<file path="src/rtl/psk_symbol_mapper_if.sv">
// Byte-in / symbol-out stream bundle for the PSK symbol mapper.
interface psk_symbol_mapper_if #(
    parameter int WIDTH = 16
);
    logic [7:0]              in_tdata;
    logic                    in_tvalid;
    logic                    in_tready;
    logic signed [WIDTH-1:0] out_I_tdata;
    logic signed [WIDTH-1:0] out_Q_tdata;
    logic                    out_tvalid;
    logic                    out_is_bpsk;

    modport slave (
        input  in_tdata, in_tvalid,
        output in_tready,
        output out_I_tdata, out_Q_tdata, out_tvalid, out_is_bpsk
    );

    modport master (
        output in_tdata, in_tvalid,
        input  in_tready,
        input  out_I_tdata, out_Q_tdata, out_tvalid, out_is_bpsk
    );
endinterface

</file>
<file path="src/rtl/psk_symbol_mapper.sv">
// BPSK/QPSK symbol mapper: byte stream -> signed I/Q points at a fixed symbol rate.
// Optional differential encoding when PSK_DIFF_ENC_EN is defined.
module psk_symbol_mapper #(
    parameter int WIDTH        = 16,
    parameter int AMP          = 8192,
    parameter int CLKS_PER_SYM = 16
) (
    input  logic                clk,
    input  logic                rst_n,
    input  logic                enable,
    input  logic                is_bpsk,
    psk_symbol_mapper_if.slave  bus,
    output logic                underrun
);
    localparam int CW = (CLKS_PER_SYM > 1) ? $clog2(CLKS_PER_SYM) : 1;
    localparam logic [CW-1:0] LAST = CW'(CLKS_PER_SYM - 1);
    localparam logic signed [WIDTH-1:0] POS = WIDTH'(AMP);
    localparam logic signed [WIDTH-1:0] NEG = -POS;

    logic [CW-1:0]           cnt_q, cnt_d;
    logic                    rdy_q;
    logic [7:0]              hold_q, hold_d;
    logic                    hold_full_q, hold_full_d;
    logic [7:0]              shift_q, shift_d;
    logic [3:0]              bits_q, bits_d;
    logic                    mode_q, mode_d;
    logic signed [WIDTH-1:0] i_q, i_d, q_q, q_d;
    logic                    tv_q, tv_d;
    logic                    ob_q, ob_d;
    logic                    ur_q, ur_d;
`ifdef PSK_DIFF_ENC_EN
    logic [1:0]              phase_q, phase_d;
    logic [1:0]              step, p_new;
`endif

    logic       tick, accept, have, load, sm;
    logic       b1, b0, ni, nq;
    logic [7:0] src;

    assign bus.in_tready   = rdy_q & ~hold_full_q;
    assign bus.out_I_tdata = i_q;
    assign bus.out_Q_tdata = q_q;
    assign bus.out_tvalid  = tv_q;
    assign bus.out_is_bpsk = ob_q;
    assign underrun        = ur_q;

    always_comb begin
        tick   = enable & (cnt_q == LAST);
        accept = bus.in_tvalid & bus.in_tready;
        cnt_d  = cnt_q;
        if (enable) cnt_d = (cnt_q == LAST) ? '0 : cnt_q + 1'b1;

        have = 1'b0;
        load = 1'b0;
        src  = shift_q;
        sm   = mode_q;
        if (bits_q != 4'd0) begin
            have = 1'b1;
        end else if (hold_full_q) begin
            have = 1'b1;
            load = 1'b1;
            src  = hold_q;
            sm   = is_bpsk;
        end
        b1 = src[7];
        b0 = src[6];

`ifdef PSK_DIFF_ENC_EN
        step    = sm ? {b1, 1'b0} : {b1, b1 ^ b0};
        p_new   = phase_q + step;
        ni      = p_new[1] ^ p_new[0];
        nq      = p_new[1];
        phase_d = phase_q;
`else
        ni = b1;
        nq = sm ? b1 : b0;
`endif

        hold_d      = hold_q;
        hold_full_d = hold_full_q;
        // a same-cycle accept refills the hold slot the load just vacated
        if (tick & load) hold_full_d = accept;
        else if (accept) hold_full_d = 1'b1;
        if (accept) hold_d = bus.in_tdata;

        shift_d = shift_q;
        bits_d  = bits_q;
        mode_d  = mode_q;
        i_d     = i_q;
        q_d     = q_q;
        ob_d    = ob_q;
        ur_d    = ur_q;
        tv_d    = tick;
        if (tick) begin
            if (have) begin
                shift_d = sm ? {src[6:0], 1'b0} : {src[5:0], 2'b00};
                bits_d  = (load ? 4'd8 : bits_q) - (sm ? 4'd1 : 4'd2);
                mode_d  = sm;
                ob_d    = sm;
                i_d     = ni ? NEG : POS;
                q_d     = nq ? NEG : POS;
`ifdef PSK_DIFF_ENC_EN
                phase_d = p_new;
`endif
            end else begin
                i_d  = '0;
                q_d  = '0;
                ur_d = 1'b1;
            end
        end
    end

    always_ff @(posedge clk or negedge rst_n) begin
        if (!rst_n) begin
            cnt_q       <= '0;
            rdy_q       <= 1'b0;
            hold_q      <= '0;
            hold_full_q <= 1'b0;
            shift_q     <= '0;
            bits_q      <= '0;
            mode_q      <= 1'b1;
            i_q         <= '0;
            q_q         <= '0;
            tv_q        <= 1'b0;
            ob_q        <= 1'b1;
            ur_q        <= 1'b0;
`ifdef PSK_DIFF_ENC_EN
            phase_q     <= '0;
`endif
        end else begin
            cnt_q       <= cnt_d;
            rdy_q       <= 1'b1;
            hold_q      <= hold_d;
            hold_full_q <= hold_full_d;
            shift_q     <= shift_d;
            bits_q      <= bits_d;
            mode_q      <= mode_d;
            i_q         <= i_d;
            q_q         <= q_d;
            tv_q        <= tv_d;
            ob_q        <= ob_d;
            ur_q        <= ur_d;
`ifdef PSK_DIFF_ENC_EN
            phase_q     <= phase_d;
`endif
        end
    end
endmodule

</file>
<file path="src/flat_wrapper.sv">
// flat-port wrapper written by rule: the top's interface ports become plain ports
module psk_symbol_mapper_flat 
#(
    parameter int WIDTH        = 16,
    parameter int AMP          = 8192,
    parameter int CLKS_PER_SYM = 16
)
  (clk, rst_n, enable, is_bpsk, underrun, bus_in_tdata, bus_in_tvalid, bus_in_tready, bus_out_I_tdata, bus_out_Q_tdata, bus_out_tvalid, bus_out_is_bpsk);
  psk_symbol_mapper_if #(.WIDTH(WIDTH)) bus_i ();
  input  logic clk;
  input  logic rst_n;
  input  logic enable;
  input  logic is_bpsk;
  output logic underrun;
  input wire logic [$bits(bus_i.in_tdata)-1:0] bus_in_tdata;
  input wire logic [$bits(bus_i.in_tvalid)-1:0] bus_in_tvalid;
  output wire logic [$bits(bus_i.in_tready)-1:0] bus_in_tready;
  output wire logic [$bits(bus_i.out_I_tdata)-1:0] bus_out_I_tdata;
  output wire logic [$bits(bus_i.out_Q_tdata)-1:0] bus_out_Q_tdata;
  output wire logic [$bits(bus_i.out_tvalid)-1:0] bus_out_tvalid;
  output wire logic [$bits(bus_i.out_is_bpsk)-1:0] bus_out_is_bpsk;
  assign bus_i.in_tdata = bus_in_tdata;
  assign bus_i.in_tvalid = bus_in_tvalid;
  assign bus_in_tready = bus_i.in_tready;
  assign bus_out_I_tdata = bus_i.out_I_tdata;
  assign bus_out_Q_tdata = bus_i.out_Q_tdata;
  assign bus_out_tvalid = bus_i.out_tvalid;
  assign bus_out_is_bpsk = bus_i.out_is_bpsk;
  psk_symbol_mapper #(.WIDTH(WIDTH), .AMP(AMP), .CLKS_PER_SYM(CLKS_PER_SYM)) u_core (.clk(clk), .rst_n(rst_n), .enable(enable), .is_bpsk(is_bpsk), .bus(bus_i), .underrun(underrun));
endmodule
</file>
<file path="config.mk">
export PLATFORM = sky130hd
export DESIGN_NAME = psk_symbol_mapper_flat
export DESIGN_NICKNAME = d
export VERILOG_FILES = /design/src/rtl/psk_symbol_mapper_if.sv /design/src/rtl/psk_symbol_mapper.sv /design/src/flat_wrapper.sv
export SDC_FILE = /design/constraint.sdc
export NUM_CORES = 1
export LEC_CHECK = 0
export CORE_MARGIN = 2
export CORE_UTILIZATION = 51
export CTS_BUF_LIST = sky130_fd_sc_hd__clkbuf_8 sky130_fd_sc_hd__clkbuf_16
export DETAILED_ROUTE_END_ITERATION = 16
export GPL_ROUTABILITY_DRIVEN = 0
export PLACE_DENSITY = 0.84
export REMOVE_ABC_BUFFERS = 1
export SYNTH_ARGS = -nofsm -noshare
export SYNTH_HDL_FRONTEND = slang
export SYNTH_SLANG_ARGS = --single-unit
</file>
<file path="constraint.sdc">
create_clock -name clk -period 5.7 [get_ports clk]
set_clock_uncertainty 0.2 [all_clocks]
set_input_delay 1.71 -clock clk [delete_from_list [all_inputs] [get_ports clk]]
set_output_delay 1.71 -clock clk [all_outputs]
set_load 0.05 [all_outputs]
</file>
==> metrics.log, run 1 <==
INFO  metric slowest_cell_on_crit_path = sky130_fd_sc_hd__clkdlybuf4s50_1
INFO  metric post_synth_num_cell_types = 35
INFO  metric holdBufCountCts = 0
INFO  metric finish.net_count = 202
INFO  metric synth_top_cells_by_count = 30 x sky130_fd_sc_hd__dfrtp_1, 29 x sky130_fd_sc_hd__buf_4, 13 x sky130_fd_sc_hd__mux2i_1, 13 x sky130_fd_sc_hd__nand3_1
INFO  metric vdd_ir_drop_max = 0.328 mV
INFO  metric row_cnt = 21
INFO  metric timing.critical_path.max_delay_family = buffers and inverters
INFO  metric clk_transition_reported_paths = 60 ps
INFO  metric cts_setup_buffers = 0
INFO  metric ant_nets = 0
INFO  metric cap_violations = 0
INFO  metric yosys.area_share.xor_xnor = 0.986%
INFO  metric vias_per_cell = 5.28
INFO  metric worst-path-max-fanout = 17
INFO  metric start_util = 53.2%
INFO  metric yosys_most_used_dff = sky130_fd_sc_hd__dfrtp_1
INFO  metric criticalPathCategory = input port to flop
INFO  metric final_tns_setup = 0 ps
INFO  metric power_leakage = 0.896 nW
INFO  metric route.detailed.drc = 0
INFO  metric end_kind = flop
INFO  metric postCtsResizedCells = 0
INFO  metric clock_path_buffers = 2
INFO  metric syn_inst = 167
INFO  metric clock.fmax = 255 MHz
INFO  metric synth_area_in_compound_gates = 10.2%
INFO  metric grt_max_degree = 32
INFO  metric ys_ff_latch = 31
INFO  metric port_buffers = 22
INFO  metric globalRoute.totalOverflow = 0
INFO  metric final_max_slew_viol_count = 0
INFO  metric grtUsageTotal = 17.2%
INFO  metric grt_antenna_before_repair = 0
INFO  metric synth.mux.area_fraction = 14.3%
INFO  metric mean_area_per_synthesized_cell = 10.6 µm²
INFO  metric synth_top_area_cells = sky130_fd_sc_hd__dfrtp_1 42%, sky130_fd_sc_hd__buf_4 12%, sky130_fd_sc_hd__mux2i_1 7.3%, sky130_fd_sc_hd__mux2_2 7.0%, sky130_fd_sc_hd__o221a_2 3.8%
INFO  metric num_vias = 1226
INFO  metric grt_setup_unrepaired = no
INFO  metric crit_path_frequent_cell = sky130_fd_sc_hd__o21ai_0
INFO  metric detailedPlacementHpwl = 2260 µm
INFO  metric synth-simple-area-share = 11.7%
INFO  metric area_growth = 12.4%
INFO  metric io_pins = 49
INFO  metric async_flop_share = 100%
INFO  metric cts_tree = built
INFO  metric worstSkewPairLatency = 290 ps
INFO  metric wire_length_per_cell_after_detailed_routing = 13.6 µm
INFO  metric design.die.area = 0.00397 mm²
INFO  metric outcome = completed
INFO  metric drt-initial-drc-count = 37
INFO  metric cts-buffers-inserted = 5
INFO  metric critical_path.n_buffers_inverters = 2
INFO  metric global_route_wire_length_before_repair = 5350 µm
INFO  metric max_slew.worst_pin.slew = 966 ps
INFO  metric seq_area_frac_synth = 43.7%
INFO  metric netlist.top_cell.by_area = sky130_fd_sc_hd__dfrtp_1
INFO  metric holdCritPathClass = flop to flop
INFO  metric synth.cell_area = 0.00178 mm²
INFO  metric coreArea = 0.00334 mm²
INFO  metric first_global_vias = 1153
INFO  metric power_per_cell_area = 566 mW/mm²
INFO  metric numClockSinks = 31
INFO  metric hold_viol_final = 0
INFO  metric netlist.area_leader.share = 42.3%
INFO  metric crit_path_max_incr_delay = 600 ps
INFO  metric die_height = 63.0 µm
INFO  metric fraction_of_final_layout_cells_with_drive_strength_greater_than_1 = 16.7%
INFO  metric floorplan.die.width = 63.0 µm
INFO  metric final_util = 59.8%
INFO  metric htreeDepth = 2
INFO  metric largest_family_of_logic_cells_by_synthesized_area = buffers and inverters
INFO  metric drt_wl_total = 3150 µm
INFO  metric yosysMostFrequentCell = sky130_fd_sc_hd__dfrtp_1
INFO  metric synthAdderAreaFrac = 3.24%
INFO  metric clk_root_buffer_cell = sky130_fd_sc_hd__clkbuf_8
INFO  metric slew_headroom = 35.0%
INFO  metric setup_violations = 0
INFO  metric first_pass_detailed_route_iteration_total = 4
INFO  metric fin_crit = 3930 ps
INFO  metric path_cells = clkdlybuf4s50_1 > nand4_1 > inv_1 > o21ai_0 > o21ai_0
INFO  metric finalCritPeriodShare = 68.9%
INFO  metric critical_path.startpoint_type = input port
INFO  metric edff_count_synth = 0
INFO  metric worstPathArrival = 3920 ps
INFO  metric synth-warning-count = 0
INFO  metric antenna-diode-count = 0
INFO  metric worst_ep_required_time = 5690 ps
-- layout make-up --
type                       instances  area, µm²
multi-input combinational        120        820
sequential                        31        777
clock buffer                       7       96.3
timing repair buffer              23        228
clock inverter                     1       3.75
fill                             280       1340
tap                               46       57.6
inverter                           4       15.0
-- cells in the final DEF (no fill, tap or decap), drive strengths merged, types with 5 or more instances in the layout --
cell type       n
conb           27
dfrtp          30
mux2i          13
clkdlybuf4s50  22
inv             5
o21ai           9
o221a           6
mux2           11
clkbuf          7
nand3          13
nand2          11
-- where the power goes --
| group | internal, W | total [W] | leakage (nW) | switching (W) |
|---|---|---|---|---|
| sequential | 0.000319 | 0.000425 | 0.381 | 0.000106 |
| combinational | 0.000214 | 0.000516 | 0.460 | 0.000302 |
| clock | 0.000108 | 0.000189 | 0.0557 | 0.0000805 |
-- state kept, by name, summed over array words and instances, names as in the netlist, 2 cells and up --
signal	flops
u_core.shift_q	7
u_core.bus.out_I_tdata	2
u_core.hold_q	8
u_core.cnt_q	4
u_core.bits_q	4
-- worst reg2reg max path, cell delays in order, from the launching register on --
cell                      delay, ps
sky130_fd_sc_hd__dfrtp_1        430
sky130_fd_sc_hd__nor4_2         870
sky130_fd_sc_hd__nand3_1        160
sky130_fd_sc_hd__nand2_1        180
sky130_fd_sc_hd__ha_1           190
sky130_fd_sc_hd__inv_1           50
sky130_fd_sc_hd__fa_1           370
sky130_fd_sc_hd__or3_1          350
sky130_fd_sc_hd__o21ai_0        170
-- routing by layer --
metal | routed length [µm] | part of all wire (%) | GRT usage (%)
met5 | 0 | 0 | 0
met4 | 48 | 1.5 | 6.67
met3 | 209 | 6.6 | 5.41
met2 | 1550 | 49 | 27.3
met1 | 1340 | 43 | 22.0
-- cell families after synthesis --
family | Yosys count
buffers and inverters | 41
AND/OR/NAND/NOR | 39
flip-flops | 31
AO/OA/AOI/OAI | 24
multiplexers | 24
adder cells (fa/ha/maj) | 4
other | 2
XOR/XNOR | 2
-- worst paths after layout --
path                                         end  depth (start not counted)  slack, ps             start
hold / removal                   u_core.underrun                          1        270   u_core.underrun
hold reg to reg                  u_core.underrun                          1        270   u_core.underrun
min in group asynchronous  u_core.bus.out_tvalid                          2       1610             rst_n
setup reg to reg                u_core.bits_q[2]                          8       2630  u_core.bits_q[0]
setup / recovery                u_core.bits_q[0]                          5       1770            enable
max in group asynchronous          u_core.mode_q                          2       3370             rst_n
-- through the flow --
stage | instances | cell area, µm² | hold WS [ps] | worst slack (ps) | total power, W
6_report | 232 | 2000 | 272 | 1770 | 0.00113
5_1_grt | 232 | 2000 | 287 | 1580 | 0.00120
3_5_place_dp | 224 | 1900 | 260 | 1470 | 0.000941
2_1_floorplan | 155 | 1610 | 251 | 2480 | 0.000792
4_1_cts | 232 | 2000 | 274 | 1750 | 0.00113
3_3_place_gp | 224 | 1900 | 255 | 1570 | 0.000916
No activity file was read; power rests on OpenSTA's default activity.
==> run 2: changes to the inputs <==
CORE_UTILIZATION = 48   (was 51)
PLACE_DENSITY = 0.8   (was 0.84)
clock period = 4 ns   (was 5.7 ns; I/O delays follow)
==> metrics.log, run 2 (synthesis results as in run 1) <==
INFO  metric floorplan.die.width = 64.8 µm (+2.9%)
INFO  metric mostFrequentLayoutCell = sky130_fd_sc_hd__dfrtp_1
INFO  metric first_pass_detailed_route_iteration_total = 4 (unchanged)
INFO  metric rr_startpoint = u_core.bits_q[0]
INFO  metric worst_reg_to_reg_path_cell_count = 7 (-1)
INFO  metric finalCritPeriodShare = 82.2%
INFO  metric placedCellCount = 229 (+2.2%)
INFO  metric layout.cells.non_filler = 237 (+2.2%)
INFO  metric power_per_cell_area = 788 mW/mm² (+39%)
INFO  metric die_height = 64.8 µm (+2.9%)
INFO  metric end_kind = primary output
INFO  metric design.die.area = 0.00420 mm² (+5.8%)
INFO  metric detailedPlacementHpwl = 2120 µm (-6.5%)
INFO  metric vdd_ir_drop_max = 0.397 mV (+21%)
INFO  metric fin_crit = 3290 ps
INFO  metric detailed_route_wire_length_on_metal_1 = 1350 µm (+0.67%)
INFO  metric start_util = 49.3% (-4.0 points)
INFO  metric min_path_cells = 1 (unchanged)
INFO  metric coreArea = 0.00361 mm² (+8.1%)
INFO  metric wl_met3 = 166 µm (-21%)
INFO  metric clock_path_buffers = 2 (unchanged)
INFO  metric dp_worst_setup_slack = 647 ps (-822 ps)
INFO  metric power_leakage = 0.900 nW (+0.40%)
INFO  metric io_pins = 49 (unchanged)
INFO  metric fraction_of_final_layout_cells_with_drive_strength_greater_than_1 = 18.0% (+1.3 points)
INFO  metric cts_tree = built
INFO  metric antenna-diode-count = 0 (unchanged)
INFO  metric max_slew.worst_pin.slew = 513 ps (-453 ps)
INFO  metric route.detailed.drc = 0 (unchanged)
INFO  metric setup_violations = 0 (unchanged)
INFO  metric cts-buffers-inserted = 5 (unchanged)
INFO  metric htreeDepth = 2 (unchanged)
INFO  metric clk_root_buffer_cell = sky130_fd_sc_hd__clkbuf_8
INFO  metric outcome = completed
INFO  metric critical_path.startpoint_type = flop
INFO  metric max_ffs_per_register = 8 (unchanged)
INFO  metric clock.fmax = 304 MHz
INFO  metric wire_length_per_cell_after_detailed_routing = 12.4 µm (-9.1%)
INFO  metric grt_antenna_before_repair = 0 (unchanged)
INFO  metric drt_wl_total = 2930 µm (-7.1%)
INFO  metric slew_headroom = 65.7% (+31 points)
INFO  metric placed_area = 0.00192 mm² (+1.3%)
INFO  metric ant_nets = 0 (unchanged)
INFO  metric holdCritPathClass = flop to flop
INFO  metric worstPathArrival = 1890 ps (-2030 ps)
INFO  metric row_cnt = 22 (+4.8%)
INFO  metric finalPower = 0.00158 W (+40%)
INFO  metric whs_endpoint = u_core.underrun
INFO  metric postCtsResizedCells = 0 (unchanged)
INFO  metric criticalPathCategory = flop to primary output
INFO  metric worst-path-max-fanout = 15 (-2)
INFO  metric layout_common_cells = 30 x sky130_fd_sc_hd__dfrtp_1, 27 x sky130_fd_sc_hd__conb_1, 22 x sky130_fd_sc_hd__clkdlybuf4s50_1, 13 x sky130_fd_sc_hd__nand3_1, 13 x sky130_fd_sc_hd__mux2i_1
INFO  metric hold_viol_final = 0 (unchanged)
INFO  metric globalRoute.totalOverflow = 0 (unchanged)
INFO  metric clk_transition_reported_paths = 70 ps (about the same)
INFO  metric finish.net_count = 205 (+1.5%)
INFO  metric post-route-cell-area = 0.00201 mm² (+0.50%)
INFO  metric grt_max_degree = 32 (unchanged)
INFO  metric post-route-worst-setup-slack = 713 ps (-1060 ps)
INFO  metric dr_wl_met2 = 1340 µm (-14%)
INFO  metric largest_register = u_core.hold_q
INFO  metric numClockSinks = 31 (unchanged)
INFO  metric dr.max_layer_used = met4
INFO  metric grt_setup_unrepaired = no
INFO  metric final_tns_setup = 0 ps (unchanged)
INFO  metric holdBufCountCts = 0 (unchanged)
INFO  metric reg_top3 = u_core.hold_q: 8 flops, u_core.shift_q: 7 flops
INFO  metric num_vias = 1182 (-3.6%)
INFO  metric cap_violations = 0 (unchanged)
INFO  metric cts_setup_buffers = 0 (unchanged)
INFO  metric min-delay-start = u_core.underrun
INFO  metric first_global_vias = 1078 (-6.5%)
INFO  metric port_buffers = 22 (unchanged)
INFO  metric drt-initial-drc-count = 47 (+27%)
INFO  metric area_growth = 13.0%
INFO  metric worstSkewPairLatency = 290 ps (about the same)
INFO  metric reg2reg_setup_slack = 1310 ps (-1320 ps)
INFO  metric vias_per_cell = 4.99 (-5.6%)
INFO  metric grtUsageTotal = 15.8% (-1.5 points)
INFO  metric r2r_end = u_core.bits_q[3]
INFO  metric worst_ep_required_time = 2600 ps (-3090 ps)
INFO  metric final_max_slew_viol_count = 0 (unchanged)
INFO  metric global_route_wire_length_before_repair = 4980 µm (-7.0%)
-- run 2: cell count changes in the layout (fill, tap and decap cells not counted), sizes merged --
cell and change:
clkinvlp +1, clkinv +1, clkbuf -2, buf +3
-- run 2: layout make-up --
cell class              instances  area (µm²)
multi-input cells             120         820
fillers                       315        1600
clock buffers                   5        68.8
well taps                      48        60.1
flip-flops and latches         31         777
clock inverters                 3        16.3
inverters                       4        15.0
repair buffers                 26         250
-- run 2: per-stage QoR --
| stage | utilization (%) | hold WS, ps |
|---|---|---|
| after floorplan | - | 251 |
| after global placement | 53.3 | 259 |
| after detailed placement | 53.3 | 254 |
| after CTS | 55.7 | 278 |
| after global routing | 55.7 | 309 |
| final | 55.7 | 276 |
-- run 2: how the worst max path moves through the flow --
| stage | from | endpoint | slack, ps | cells past startpoint |
|---|---|---|---|---|
| finish | u_core.hold_full_q | bus_in_tready | 710 | 2 |
| global route | u_core.hold_full_q | bus_in_tready | 640 | 2 |
| CTS | u_core.hold_full_q | bus_in_tready | 710 | 2 |
| detailed placement | enable | u_core.bits_q[1] | 650 | 5 |
| global placement | enable | u_core.bits_q[1] | 660 | 5 |
| floorplan | is_bpsk | u_core.bits_q[2] | 1290 | 7 |
-- run 2: where the power goes --
group | leakage [nW] | total [W] | internal [W] | switching (W)
combinational | 0.474 | 0.000742 | 0.000316 | 0.000426
clock | 0.0453 | 0.000235 | 0.000119 | 0.000116
sequential | 0.381 | 0.000605 | 0.000454 | 0.000151
total | 0.900 | 0.00158 | 0.000889 | 0.000693
-- run 2: worst max-delay path, stage by stage (launching register included) --
cell,delay (ps)
sky130_fd_sc_hd__dfrtp_1,560
sky130_fd_sc_hd__nor2b_1,220
sky130_fd_sc_hd__clkdlybuf4s50_1,820
-- run 2: per-layer routing --
metal | global-route usage (%) | vias up
li1 | - | 575
met1 | 20.1 | 561
met2 | 24.2 | 40
met3 | 4.17 | 6
met4 | 8.78 | 0
met5 | 0 | -
==> run 3: changes to the inputs <==
clock period = 3.4 ns   (was 4 ns; I/O delays follow)
==> metrics.log, run 3 (synthesis results as in run 1) <==
INFO  metric outcome = completed
INFO  metric vias_per_cell = 5.10 (+2.2%)
INFO  metric area_growth = 15.3%
INFO  metric setup_violations = 0 (unchanged)
INFO  metric grt_setup_unrepaired = no
INFO  metric port_buffers = 22 (unchanged)
INFO  metric ant_nets = 0 (unchanged)
INFO  metric grtUsageTotal = 16.9% (+1.1 points)
INFO  metric holdBufCountCts = 0 (unchanged)
INFO  metric largest_register = u_core.hold_q
INFO  metric io_pins = 49 (unchanged)
INFO  metric layout_common_cells = 30 x sky130_fd_sc_hd__dfrtp_1, 27 x sky130_fd_sc_hd__conb_1, 22 x sky130_fd_sc_hd__clkdlybuf4s50_1, 13 x sky130_fd_sc_hd__nand3_1, 13 x sky130_fd_sc_hd__mux2i_1
INFO  metric holdCritPathClass = flop to flop
INFO  metric clock.fmax = 324 MHz
INFO  metric design.die.area = 0.00420 mm² (unchanged)
INFO  metric grt_max_degree = 16 (-50%)
INFO  metric cts_setup_buffers = 0 (unchanged)
INFO  metric clock_path_buffers = 2 (unchanged)
INFO  metric grt_antenna_before_repair = 0 (unchanged)
INFO  metric cts-buffers-inserted = 5 (unchanged)
INFO  metric critical_path.startpoint_type = flop
INFO  metric fin_crit = 3090 ps
INFO  metric power_per_cell_area = 930 mW/mm² (+18%)
INFO  metric clk_root_buffer_cell = sky130_fd_sc_hd__clkbuf_8
INFO  metric slew_headroom = 54.4% (-11 points)
INFO  metric max_slew.worst_pin.slew = 681 ps (+168 ps)
INFO  metric max_ffs_per_register = 8 (unchanged)
INFO  metric num_vias = 1223 (+3.5%)
INFO  metric detailedPlacementHpwl = 2190 µm (+3.7%)
INFO  metric post-route-worst-setup-slack = 309 ps (-403 ps)
INFO  metric hold_viol_final = 0 (unchanged)
INFO  metric worst-path-max-fanout = 15 (unchanged)
INFO  metric clk_transition_reported_paths = 60 ps (about the same)
INFO  metric row_cnt = 22 (unchanged)
INFO  metric dp_worst_setup_slack = 269 ps (-378 ps)
INFO  metric global_route_wire_length_before_repair = 5390 µm (+8.2%)
INFO  metric reg_top3 = u_core.hold_q: 8 flops, u_core.shift_q: 7 flops
INFO  metric drt-initial-drc-count = 18 (-62%)
INFO  metric fraction_of_final_layout_cells_with_drive_strength_greater_than_1 = 19.8% (+1.8 points)
INFO  metric drt_wl_total = 3030 µm (+3.6%)
INFO  metric criticalPathCategory = flop to primary output
INFO  metric globalRoute.totalOverflow = 0 (unchanged)
INFO  metric vdd_ir_drop_max = 0.477 mV (+20%)
INFO  metric postCtsResizedCells = 0 (unchanged)
INFO  metric final_tns_setup = 0 ps (unchanged)
INFO  metric antenna-diode-count = 0 (unchanged)
INFO  metric numClockSinks = 31 (unchanged)
INFO  metric end_kind = primary output
INFO  metric coreArea = 0.00361 mm² (unchanged)
INFO  metric worst_ep_required_time = 2180 ps (-420 ps)
INFO  metric cap_violations = 0 (unchanged)
INFO  metric die_height = 64.8 µm (unchanged)
INFO  metric power_leakage = 0.921 nW (+2.3%)
INFO  metric htreeDepth = 2 (unchanged)
INFO  metric wire_length_per_cell_after_detailed_routing = 12.6 µm (+2.3%)
INFO  metric finish.net_count = 208 (+1.5%)
INFO  metric floorplan.die.width = 64.8 µm (unchanged)
INFO  metric cts_tree = built
INFO  metric worstSkewPairLatency = 290 ps (about the same)
INFO  metric first_global_vias = 1210 (+12%)
INFO  metric final_max_slew_viol_count = 0 (unchanged)
INFO  metric first_pass_detailed_route_iteration_total = 4 (unchanged)
INFO  metric finalCritPeriodShare = 90.9%
INFO  metric mostFrequentLayoutCell = sky130_fd_sc_hd__dfrtp_1
INFO  metric route.detailed.drc = 0 (unchanged)
INFO  metric worstPathArrival = 1870 ps (-20 ps)
INFO  metric start_util = 49.3% (unchanged)
==> run 3: path summary, 6_finish.rpt <==
kind | from | endpoint | slack, ps | depth (start not counted)
max in group asynchronous | rst_n | u_core.bus.out_I_tdata[14] | 1460 | 2
setup reg to reg | u_core.bits_q[0] | u_core.bits_q[3] | 670 | 7
min in group asynchronous | rst_n | u_core.cnt_q[2] | 950 | 1
hold reg to reg | u_core.underrun | u_core.underrun | 270 | 1
hold / removal | u_core.underrun | u_core.underrun | 270 | 1
setup / recovery | u_core.hold_full_q | bus_in_tready | 310 | 2
==> run 3: layout make-up <==
class / count / area (µm²)
Clock inverter: 1 / 7.51
Clock buffer: 7 / 96.3
Fill cell: 332 / 1560
Inverter: 4 / 15.0
Timing Repair Buffer: 29 / 273
Multi-Input combinational cell: 120 / 820
Sequential cell: 31 / 777
Tap cell: 48 / 60.1
==> run 3: metal layers <==
metal  global-route usage, %  vias up  part of all wire [%]
met5                       0        -                     0
met4                    8.78        0                   2.0
met3                    4.69        6                   5.8
met2                    27.1       36                    48
met1                    20.8      601                    44
li1                        -      580                     -
==> run 3: through the flow <==
stage	utilization, %	cells	total power, W	area, µm²	hold slack (ps)
floorplan	-	155	0.00133	1610	251
detailed placement	53.9	232	0.00159	1940	253
CTS	56.8	240	0.00192	2050	273
global route	56.8	240	0.00205	2050	312
finish	56.8	240	0.00191	2050	270
global placement	53.9	232	0.00156	1940	248
==> run 3: worst max-delay path, stage by stage (launching register included) <==
cell and delay (ps):
sky130_fd_sc_hd__dfrtp_1 550, sky130_fd_sc_hd__nor2b_1 210, sky130_fd_sc_hd__clkdlybuf4s50_1 820
==> run 3: power by group <==
group / internal, W / switching [W]
Sequential: 0.000534 / 0.000168
Clock: 0.000184 / 0.000138
Combinational: 0.000375 / 0.000506
Total: 0.00109 / 0.000812
